**src/rtl/dcache_lookup_port.sv**
```systemverilog
// Requester-side port controller: all-way tag lookup, hit/miss evaluation and
// single-way byte-enabled store write. `define DCACHE_LOOKUP_PERF_EN adds hit/miss counters.
module dcache_lookup_port #(
    parameter int unsigned ADDR_WIDTH       = 64,
    parameter int unsigned DCACHE_SET_ASSOC = 8,
    parameter int unsigned LINE_WIDTH       = 128,
    parameter int unsigned TAG_WIDTH        = 44,
    parameter int unsigned INDEX_WIDTH      = 12,
    parameter int unsigned BYTE_OFFSET      = 4
) (
    input  logic                                   clk_i,
    input  logic                                   rst_ni,
    input  logic                                   req_valid_i,
    output logic                                   req_ready_o,
    input  logic                                   req_we_i,
    input  logic [ADDR_WIDTH-1:0]                  req_addr_i,
    input  logic [63:0]                            req_wdata_i,
    input  logic [7:0]                             req_be_i,
    output logic                                   rsp_valid_o,
    output logic                                   rsp_hit_o,
    output logic                                   rsp_err_o,
    output logic [63:0]                            rsp_rdata_o,
    output logic [DCACHE_SET_ASSOC-1:0]            cache_req_o,
    input  logic                                   cache_gnt_i,
    output logic [ADDR_WIDTH-1:0]                  cache_addr_o,
    output logic                                   cache_we_o,
    output logic [LINE_WIDTH-1:0]                  cache_wdata_o,
    output logic                                   cache_wdirty_o,
    output logic                                   cache_wvalid_o,
    output logic [LINE_WIDTH/8-1:0]                cache_be_data_o,
    output logic                                   cache_be_tag_o,
    output logic [DCACHE_SET_ASSOC-1:0]            cache_be_vldrty_o,
    output logic [TAG_WIDTH-1:0]                   cache_tag_o,
    input  logic [DCACHE_SET_ASSOC-1:0]            cache_hit_way_i,
    input  logic [DCACHE_SET_ASSOC*LINE_WIDTH-1:0] cache_rdata_i
`ifdef DCACHE_LOOKUP_PERF_EN
    ,
    output logic [31:0]                            perf_hit_cnt_o,
    output logic [31:0]                            perf_miss_cnt_o
`endif
);

    localparam int unsigned WORDS  = LINE_WIDTH / 64;
    localparam int unsigned WORD_W = BYTE_OFFSET - 3;
    localparam int unsigned IDX_W  = INDEX_WIDTH - BYTE_OFFSET;
    localparam int unsigned BE_W   = LINE_WIDTH / 8;
    localparam int unsigned CNT_W  = $clog2(DCACHE_SET_ASSOC + 1);

    typedef enum logic [2:0] {
        IDLE,
        LOOKUP,
        COMPARE,
        WRITE,
        RESP
    } state_e;

    state_e state_q, state_d;

    logic [TAG_WIDTH-1:0]        tag_p0;
    logic [IDX_W-1:0]            index_p0;
    logic [WORD_W-1:0]           word_p0;
    logic                        we_p0;
    logic [63:0]                 wdata_p0;
    logic [7:0]                  be_p0;

    logic [DCACHE_SET_ASSOC-1:0] hit_way_p1;
    logic [63:0]                 rdata_p1;
    logic                        hit_p1;
    logic                        err_p1;

    logic [CNT_W-1:0]            hit_cnt;
    logic [LINE_WIDTH-1:0]       sel_line;
    logic [63:0]                 sel_word;
    logic                        multi_hit;
    logic                        single_hit;
    logic                        accept;
    logic                        unused_addr;

    assign accept      = (state_q == IDLE) && req_valid_i;
    assign unused_addr = ^{req_addr_i[ADDR_WIDTH-1:INDEX_WIDTH+TAG_WIDTH], req_addr_i[2:0]};

    // Ways are one-hot on a clean hit, so OR-ing the selected lines yields the hit line.
    always_comb begin
        hit_cnt  = '0;
        sel_line = '0;
        for (int w = 0; w < DCACHE_SET_ASSOC; w++) begin
            hit_cnt = hit_cnt + CNT_W'(cache_hit_way_i[w]);
            if (cache_hit_way_i[w]) begin
                sel_line = sel_line | cache_rdata_i[w*LINE_WIDTH +: LINE_WIDTH];
            end
        end
        sel_word = sel_line[{word_p0, 6'b0} +: 64];
    end

    assign multi_hit  = hit_cnt > CNT_W'(1);
    assign single_hit = (hit_cnt != '0) && !multi_hit;

    always_ff @(posedge clk_i or negedge rst_ni) begin
        if (!rst_ni) begin
            state_q <= IDLE;
            hit_p1  <= 1'b0;
            err_p1  <= 1'b0;
        end else begin
            state_q <= state_d;
            if (state_q == COMPARE) begin
                hit_p1 <= single_hit;
                err_p1 <= multi_hit;
            end
        end
    end

    // Stage p0: request capture on accept
    always_ff @(posedge clk_i) begin
        if (accept) begin
            tag_p0   <= req_addr_i[INDEX_WIDTH+TAG_WIDTH-1:INDEX_WIDTH];
            index_p0 <= req_addr_i[INDEX_WIDTH-1:BYTE_OFFSET];
            word_p0  <= req_addr_i[BYTE_OFFSET-1:3];
            we_p0    <= req_we_i;
            wdata_p0 <= req_wdata_i;
            be_p0    <= req_be_i;
        end
    end

    // Stage p1: compare results
    always_ff @(posedge clk_i) begin
        if (state_q == COMPARE) begin
            hit_way_p1 <= cache_hit_way_i;
            rdata_p1   <= (single_hit && !we_p0) ? sel_word : 64'd0;
        end
    end

    always_comb begin
        state_d           = state_q;
        req_ready_o       = 1'b0;
        rsp_valid_o       = 1'b0;
        cache_req_o       = '0;
        cache_addr_o      = '0;
        cache_we_o        = 1'b0;
        cache_wdata_o     = '0;
        cache_wdirty_o    = 1'b0;
        cache_wvalid_o    = 1'b0;
        cache_be_data_o   = '0;
        cache_be_tag_o    = 1'b0;
        cache_be_vldrty_o = '0;
        cache_tag_o       = '0;
        unique case (state_q)
            IDLE: begin
                req_ready_o = 1'b1;
                if (req_valid_i) state_d = LOOKUP;
            end
            LOOKUP: begin
                cache_req_o                              = '1;
                cache_addr_o[INDEX_WIDTH-1:BYTE_OFFSET] = index_p0;
                if (cache_gnt_i) state_d = COMPARE;
            end
            COMPARE: begin
                cache_tag_o = tag_p0;
                // A store with no enabled bytes has nothing to write back.
                state_d = (single_hit && we_p0 && (be_p0 != 8'd0)) ? WRITE : RESP;
            end
            WRITE: begin
                cache_req_o                              = hit_way_p1;
                cache_we_o                               = 1'b1;
                cache_addr_o[INDEX_WIDTH-1:BYTE_OFFSET] = index_p0;
                cache_wdata_o                            = {WORDS{wdata_p0}};
                cache_be_data_o                          = BE_W'(be_p0) << {word_p0, 3'b0};
                cache_be_vldrty_o                        = hit_way_p1;
                cache_wvalid_o                           = 1'b1;
                cache_wdirty_o                           = 1'b1;
                if (cache_gnt_i) state_d = RESP;
            end
            RESP: begin
                rsp_valid_o = 1'b1;
                state_d     = IDLE;
            end
            default: state_d = IDLE;
        endcase
    end

    assign rsp_hit_o   = (state_q == RESP) && hit_p1;
    assign rsp_err_o   = (state_q == RESP) && err_p1;
    assign rsp_rdata_o = (state_q == RESP) ? rdata_p1 : 64'd0;

`ifdef DCACHE_LOOKUP_PERF_EN
    function automatic logic [31:0] sat_inc(input logic [31:0] v);
        return (v == 32'hFFFF_FFFF) ? v : v + 32'd1;
    endfunction

    logic [31:0] perf_hit_cnt_q;
    logic [31:0] perf_miss_cnt_q;

    always_ff @(posedge clk_i or negedge rst_ni) begin
        if (!rst_ni) begin
            perf_hit_cnt_q  <= 32'd0;
            perf_miss_cnt_q <= 32'd0;
        end else if (state_q == RESP) begin
            if (hit_p1) perf_hit_cnt_q <= sat_inc(perf_hit_cnt_q);
            else if (!err_p1) perf_miss_cnt_q <= sat_inc(perf_miss_cnt_q);
        end
    end

    assign perf_hit_cnt_o  = perf_hit_cnt_q;
    assign perf_miss_cnt_o = perf_miss_cnt_q;
`endif

endmodule

```
**config.mk**
```make
export PLATFORM = sky130hd
export DESIGN_NAME = dcache_lookup_port
export DESIGN_NICKNAME = d
export VERILOG_FILES = /design/src/rtl/dcache_lookup_port.sv
export SDC_FILE = /design/constraint.sdc
export NUM_CORES = 1
export LEC_CHECK = 0
export ABC_CLOCK_PERIOD_IN_PS = 8400
export CORE_AREA = 2 2 598 600
export DETAILED_ROUTE_END_ITERATION = 8
export DIE_AREA = 0 0 600 602
export GPL_ROUTABILITY_DRIVEN = 0
export GPL_TIMING_DRIVEN = 0
export SLEW_MARGIN = 25
export SYNTH_ARGS = -nofsm -noshare
export SYNTH_HDL_FRONTEND = slang
export SYNTH_SLANG_ARGS = --single-unit
```
**constraint.sdc**
```tcl
create_clock -name clk_i -period 8.4 [get_ports clk_i]
set_input_delay 2.52 -clock clk_i [delete_from_list [all_inputs] [get_ports clk_i]]
set_output_delay 2.52 -clock clk_i [all_outputs]
set_load 0.005 [all_outputs]
```
==> results of run 1 <==
## power groups by stage
stage / clock network [mW] / registers, mW / logic (mW)
floorplan: 0 / 1.50 / 0.912
global placement: 0 / 1.59 / 3.35
detailed placement: 0 / 1.54 / 3.46
CTS: 1.35 / 1.53 / 3.48
global route: 1.35 / 1.54 / 3.54
finish: 1.29 / 1.53 / 3.41
## sequential cells by signal, indices dropped and copies added, names as in the netlist
register,count
rdata_p1,64
wdata_p0,64
tag_p0,44
be_p0,8
hit_way_p1,8
index_p0,8
state_q,3
err_p1,1
hit_p1,1
we_p0,1
word_p0,1
## routing by layer
layer	track usage, %	up-vias	part of all wire, %
met3	9.49	865	11
li1	-	9320	-
met4	6.39	276	3.9
met1	20.9	11800	36
met2	33.8	2250	48
met5	0.922	-	0.54
## cell type report
cell class              instances  area share (%)
repair buffers               1482            40.0
multi-input cells            1078            19.9
flip-flops and latches        203            16.2
well taps                    4751            15.8
plain buffers                 288            4.73
clock buffers                  35            1.99
diodes                        119           0.792
clock inverters                19           0.456
inverters                      23           0.230
## worst register-to-register path, cell delays in order, from the launching register on
cell and delay (ns):
dfrtp_1 0.35, buf_2 0.24, nand2b_4 0.25, nor2_2 0.57
buf_4 0.52, buf_6 0.51, buf_16 0.33
## Yosys cell counts (3+ instances only)
cell	count	area, sq um
buf_4	125	938
and2_1	126	788
buf_2	109	546
nand4_1	64	400
nor2_2	61	382
buf_6	7	78.8
dfrtp_1	5	125
a21oi_1	78	390
nor2_1	8	30.0
a22oi_1	512	3840
ha_1	3	37.5
edfxtp_1	198	5950
nor3_1	9	45.0
and3_1	74	463
fa_1	4	80.1
clkbuf_1	45	169
inv_1	23	86.3
a41oi_1	64	561
## cells in the final DEF (no fill, tap or decap), drive strengths merged, types with 64 or more instances in the layout
cell type      netlist  routed
a21oi               78      78
a22oi              512     512
a41oi               64      64
and2               126     126
and3                74      74
buf                242     280
clkbuf              46      81
clkdlybuf4s50        0    1444
diode                0     119
edfxtp             198     198
nand4               64      64
nor2                70      70
## how the worst max path moves through the flow
stage | start | end | slack (ns) | depth (start not counted)
finish | cache_hit_way_i[3] | rdata_p1[1] | 0.56 | 17
global route | cache_hit_way_i[3] | rdata_p1[3] | 0.39 | 17
CTS | cache_hit_way_i[3] | rdata_p1[0] | 0.57 | 17
detailed placement | cache_hit_way_i[3] | rdata_p1[43] | -0.17 | 17
global placement | req_valid_i | word_p0 | -0.20 | 2
floorplan | cache_hit_way_i[0] | rdata_p1[0] | 2.22 | 16
## cells by family after synthesis
logic type	after synthesis	share of synthesized area (%)
flip-flops	203	40.3
AO/OA/AOI/OAI	658	32.0
AND/OR/NAND/NOR	356	14.7
other	1	0.0249
buffers and inverters	311	12.1
adder cells (fa/ha/maj)	7	0.781
==> results.toml, run 1 <==
[power]
ir_drop_mv = 0.174
power_mw = 6.22
pwr-share-comb_pct = 54.8
seq_power_share_pct = 24.5
p_leak_nw = 12.4
powerDensity_nw_per_um2 = 166
switchingPower_mw = 2.80
p_int_mw = 3.42
switching_share_pct = 45.0
pwr-share-clk_pct = 20.7

[route]
drc_errors = 0
vias_per_cell = 3.06
drt-pass1-iter-count = 8
drt-initial-drc-count = 2991
wl_per_cell_um = 46.4
postRouteAntennaNets = 0
routed_wl_mm = 371
vias = 24500

[grt]
grt_usage_pct = 19.7
antenna_found_initial = 481
grt_pass1_vias = 21900
grt_pass1_wl_mm = 416
grt_max_degree = 54
grt_overflow = 0

[cts]
cts_sinks = 203
cts_tree = "yes"
insertion_delay_ns = 0.68
cts.clk_slew.worst_paths_ns = 0.06
htreeDepth = 1
cts_resized = 0
cts_setup_buffers = 0
cts_hold_buf = 0
clockRootBuffer = "clkbuf_16"
cts_buffers = 29
clk_path_buf_depth = 3

[timing]
post-route-worst-setup-slack_ns = 0.555
whs_ns = 0.519
post-route-period-util_pct = 93.4
tns_ns = 0
fin_skew_ns = 0.0171
hold_viol = 0
final-setup-viol-count = 0
fin_crit_ns = 7.84
fmax_ghz = 0.127
drv_slew = 0
max_slew_margin_pct = 17.9
worst_pin_slew_ns = 1.22
rsz0062_at_grt = "false"

[flow_run]
max_cap_viol_count = 0

[floorplanning]
start_util_pct = 4.25
fp.coreArea_sq_um = 355000
num_io_pins = 1513
dieArea_sq_um = 361000
die_y_um = 602
rows = 219
dieWidth_um = 600

[critical_path]
worstSetupEndpointType = "flip-flop"
worstPathRequired_ns = 8.81
cpMostUsedCell = "fa_1"
crit_chain = "clkdlybuf4s50_1 -> buf_2 -> buf_2 -> inv_1 -> fa_1 -> fa_1 -> fa_1 -> inv_1 -> ha_1 -> inv_1 -> fa_1 -> and4b_1 -> a21oi_1 -> or2_1 -> buf_6 -> buf_6 -> nor2_2"
criticalPathCategory = "in2reg"
crit_path_max_fanout = 10
cpPeakStageDelay_ns = 0.73
cp-start-kind = "input pin"
cp.arrival_ns = 8.25
r2r_start = "state_q[2]"
slowest_stage = "buf_2"
crit_buf_inv = 8
worstReg2RegEnd = "rdata_p1[10]"
reg2reg_depth = 6
critPathTopFamily = "buffers and inverters"
ff2ff_setup_slack_ns = 5.18

[yosys]
synth_seq_cells = 203
synth_edf_count = 198
synthCells = 1536
ys_seq_area_share_pct = 40.3
ys.flop_type = "edfxtp_1"
yosys_warnings = 0
syn_avg_cell_area_sq_um = 9.81
ys_types = 36
async_flop_share_pct = 2.46
netlist_area_sq_um = 15100

[worst_hold_path]
hold_class = "reg2reg"
hold_end = "err_p1"
hold_path_depth = 1
min-delay-start = "err_p1"

[outcome]
status = "completed"

[final_layout]
multi_input_area_sq_um = 7460
postLayoutCellArea_sq_um = 37600
final_cells = 7998
utilization_pct = 10.6
finalNetCount = 4285
ff_latch_area_sq_um = 6070
nFillCells = 40900
drive_gt1_share_pct = 13.5
area_growth_pct = 149

[placement]
dp_slack_ns = -0.169
io_buffers = 1444
postPlaceCellArea_sq_um = 36400
place_hpwl_mm = 334
dp_cells = 7824
(Power assumes the default switching activity.)
==> inputs of run 2 (changes only) <==
PLACE_DENSITY = 0.3   (was not set)
==> run 2 against run 1 <==
Fmax is 5.5% lower. Power increased by 3.4%. Cell area rose by 0.10%. Clock skew rose by 0.033 ns. Combinational power shrank 1%. Hold slack improved by 0.014 ns. Non-clock buffer count shrank 10. Via count decreased by 2.0%. Sequential power about the same. Largest power group unchanged.
==> results.toml, run 2 (synthesis results as in run 1) <==
[power]
pwr-share-clk_pct = 23.6
powerDensity_nw_per_um2 = 171
seq_power_share_pct = 24.2
ir_drop_mv = 0.128
p_leak_nw = 12.4
switching_share_pct = 44.0
p_int_mw = 3.60
pwr-share-comb_pct = 52.2
switchingPower_mw = 2.83

[timing]
rsz0062_at_grt = "false"
whs_ns = 0.532
worst_pin_slew_ns = 1.27
post-route-period-util_pct = 98.8
drv_slew = 0
hold_viol = 0
max_slew_margin_pct = 15.2
fin_crit_ns = 8.30
fin_skew_ns = 0.0496
final-setup-viol-count = 0
fmax_ghz = 0.121

[critical_path]
cp-start-kind = "input pin"
cp.arrival_ns = 8.69
slowest_stage = "clkdlybuf4s50_1"
cpMostUsedCell = "fa_1"
worstSetupEndpointType = "flip-flop"
worstPathRequired_ns = 8.79
cpPeakStageDelay_ns = 0.82
critPathTopFamily = "buffers and inverters"
crit_chain = "clkdlybuf4s50_1 -> buf_4 -> buf_6 -> inv_1 -> fa_1 -> fa_1 -> fa_1 -> inv_1 -> ha_1 -> inv_1 -> fa_1 -> and4b_1 -> a21oi_2 -> or2_1 -> buf_6 -> buf_6 -> nor2_2"
crit_path_max_fanout = 10
criticalPathCategory = "in2reg"
crit_buf_inv = 8

[placement]
place_hpwl_mm = 321
postPlaceCellArea_sq_um = 36300
io_buffers = 1444
dp_cells = 7814

[route]
vias = 24000
drt-pass1-iter-count = 5
routed_wl_mm = 360
vias_per_cell = 3.02
postRouteAntennaNets = 0
drt-initial-drc-count = 2538
drc_errors = 0
wl_per_cell_um = 45.2

[cts]
htreeDepth = 2
cts_tree = "yes"
clockRootBuffer = "clkbuf_16"
cts_setup_buffers = 0
cts_hold_buf = 0
cts_buffers = 35
insertion_delay_ns = 0.69
cts_sinks = 203
clk_path_buf_depth = 3
cts.clk_slew.worst_paths_ns = 0.05

[grt]
grt_overflow = 0
grt_usage_pct = 19.2
grt_pass1_wl_mm = 410
grt_max_degree = 49
grt_pass1_vias = 22800
antenna_found_initial = 354

[floorplanning]
start_util_pct = 4.25
num_io_pins = 1513
fp.coreArea_sq_um = 355000
die_y_um = 602
dieArea_sq_um = 361000
dieWidth_um = 600
rows = 219

[flow_run]
max_cap_viol_count = 0

[final_layout]
area_growth_pct = 150
layout_commonest_cell = "clkdlybuf4s50_1"
utilization_pct = 10.6
final_cell_mix = "clkdlybuf4s50_1 (1,443), a22oi_1 (504), edfxtp_1 (198), buf_4 (138), and2_1 (125)"
final_cells = 7962
largest_registers = "rdata_p1 x64, wdata_p0 x64, tag_p0 x44"
drive_gt1_share_pct = 13.3
finalNetCount = 4281
postLayoutCellArea_sq_um = 37600

[outcome]
status = "completed"

[worst_hold_path]
hold_class = "reg2reg"
[run 2: changes by cell type in the layout (fill, tap and decap cells not counted), moves of 5 or more]
cell,change
clkbuf_16,+6
clkinv_1,+5
diode_2,-35
clkinv_4,-5
buf_4,-7
[run 2: per-layer routing]
metal / vias up / global-route usage [%] / part of all wire [%]
li1: 9278 / - / -
met1: 12100 / 20.5 / 35
met2: 1823 / 36.1 / 53
met3: 677 / 5.57 / 7.8
met4: 168 / 5.66 / 3.7
met5: - / 0 / 0.30
[run 2: worst paths after layout]
kind,slack (ns),depth (start not counted),to,start
min in group asynchronous,2.13,1,state_q[1],rst_ni
setup / recovery,0.10,17,rdata_p1[49],cache_hit_way_i[0]
setup reg to reg,5.36,5,rdata_p1[23],word_p0
hold / removal,0.53,1,err_p1,err_p1
max in group asynchronous,6.04,1,hit_p1,rst_ni
hold reg to reg,0.53,1,err_p1,err_p1
[run 2: through the flow]
step / setup slack, ns / power [mW] / setup TNS [ns]
floorplan: 2.22 / 2.41 / 0
global placement: -1.39 / 4.96 / -106.73
detailed placement: -1.50 / 5.02 / -89.19
CTS: 0.123 / 6.62 / 0
global route: 0.0863 / 6.69 / 0
finish: 0.102 / 6.43 / 0
[run 2: area by class of cell]
type | instances | area [sq um]
Clock buffer | 41 | 908
Inverter | 23 | 86.3
Clock inverter | 22 | 205
Sequential cell | 203 | 6070
Buffer | 288 | 1800
Tap cell | 4751 | 5940
Timing Repair Buffer | 1472 | 15000
Multi-Input combinational cell | 1078 | 7450
Fill cell | 40900 | 317000
Antenna cell | 84 | 210
[run 2: power by group through the flow]
stage	Sequential [mW]	Combinational, mW	Clock [mW]
2_1_floorplan	1.50	0.912	0
3_3_place_gp	1.63	3.33	0
3_5_place_dp	1.58	3.44	0
4_1_cts	1.56	3.46	1.60
5_1_grt	1.57	3.50	1.62
6_report	1.56	3.36	1.52
[run 2: repair_timing]
| item | 4_1_cts | 5_1_grt |
|---|---|---|
| resized for setup | 8 | 0 |
| endpoints found under the hold margin | 0 | 0 |
| endpoints found under the setup margin | 64 | 0 |
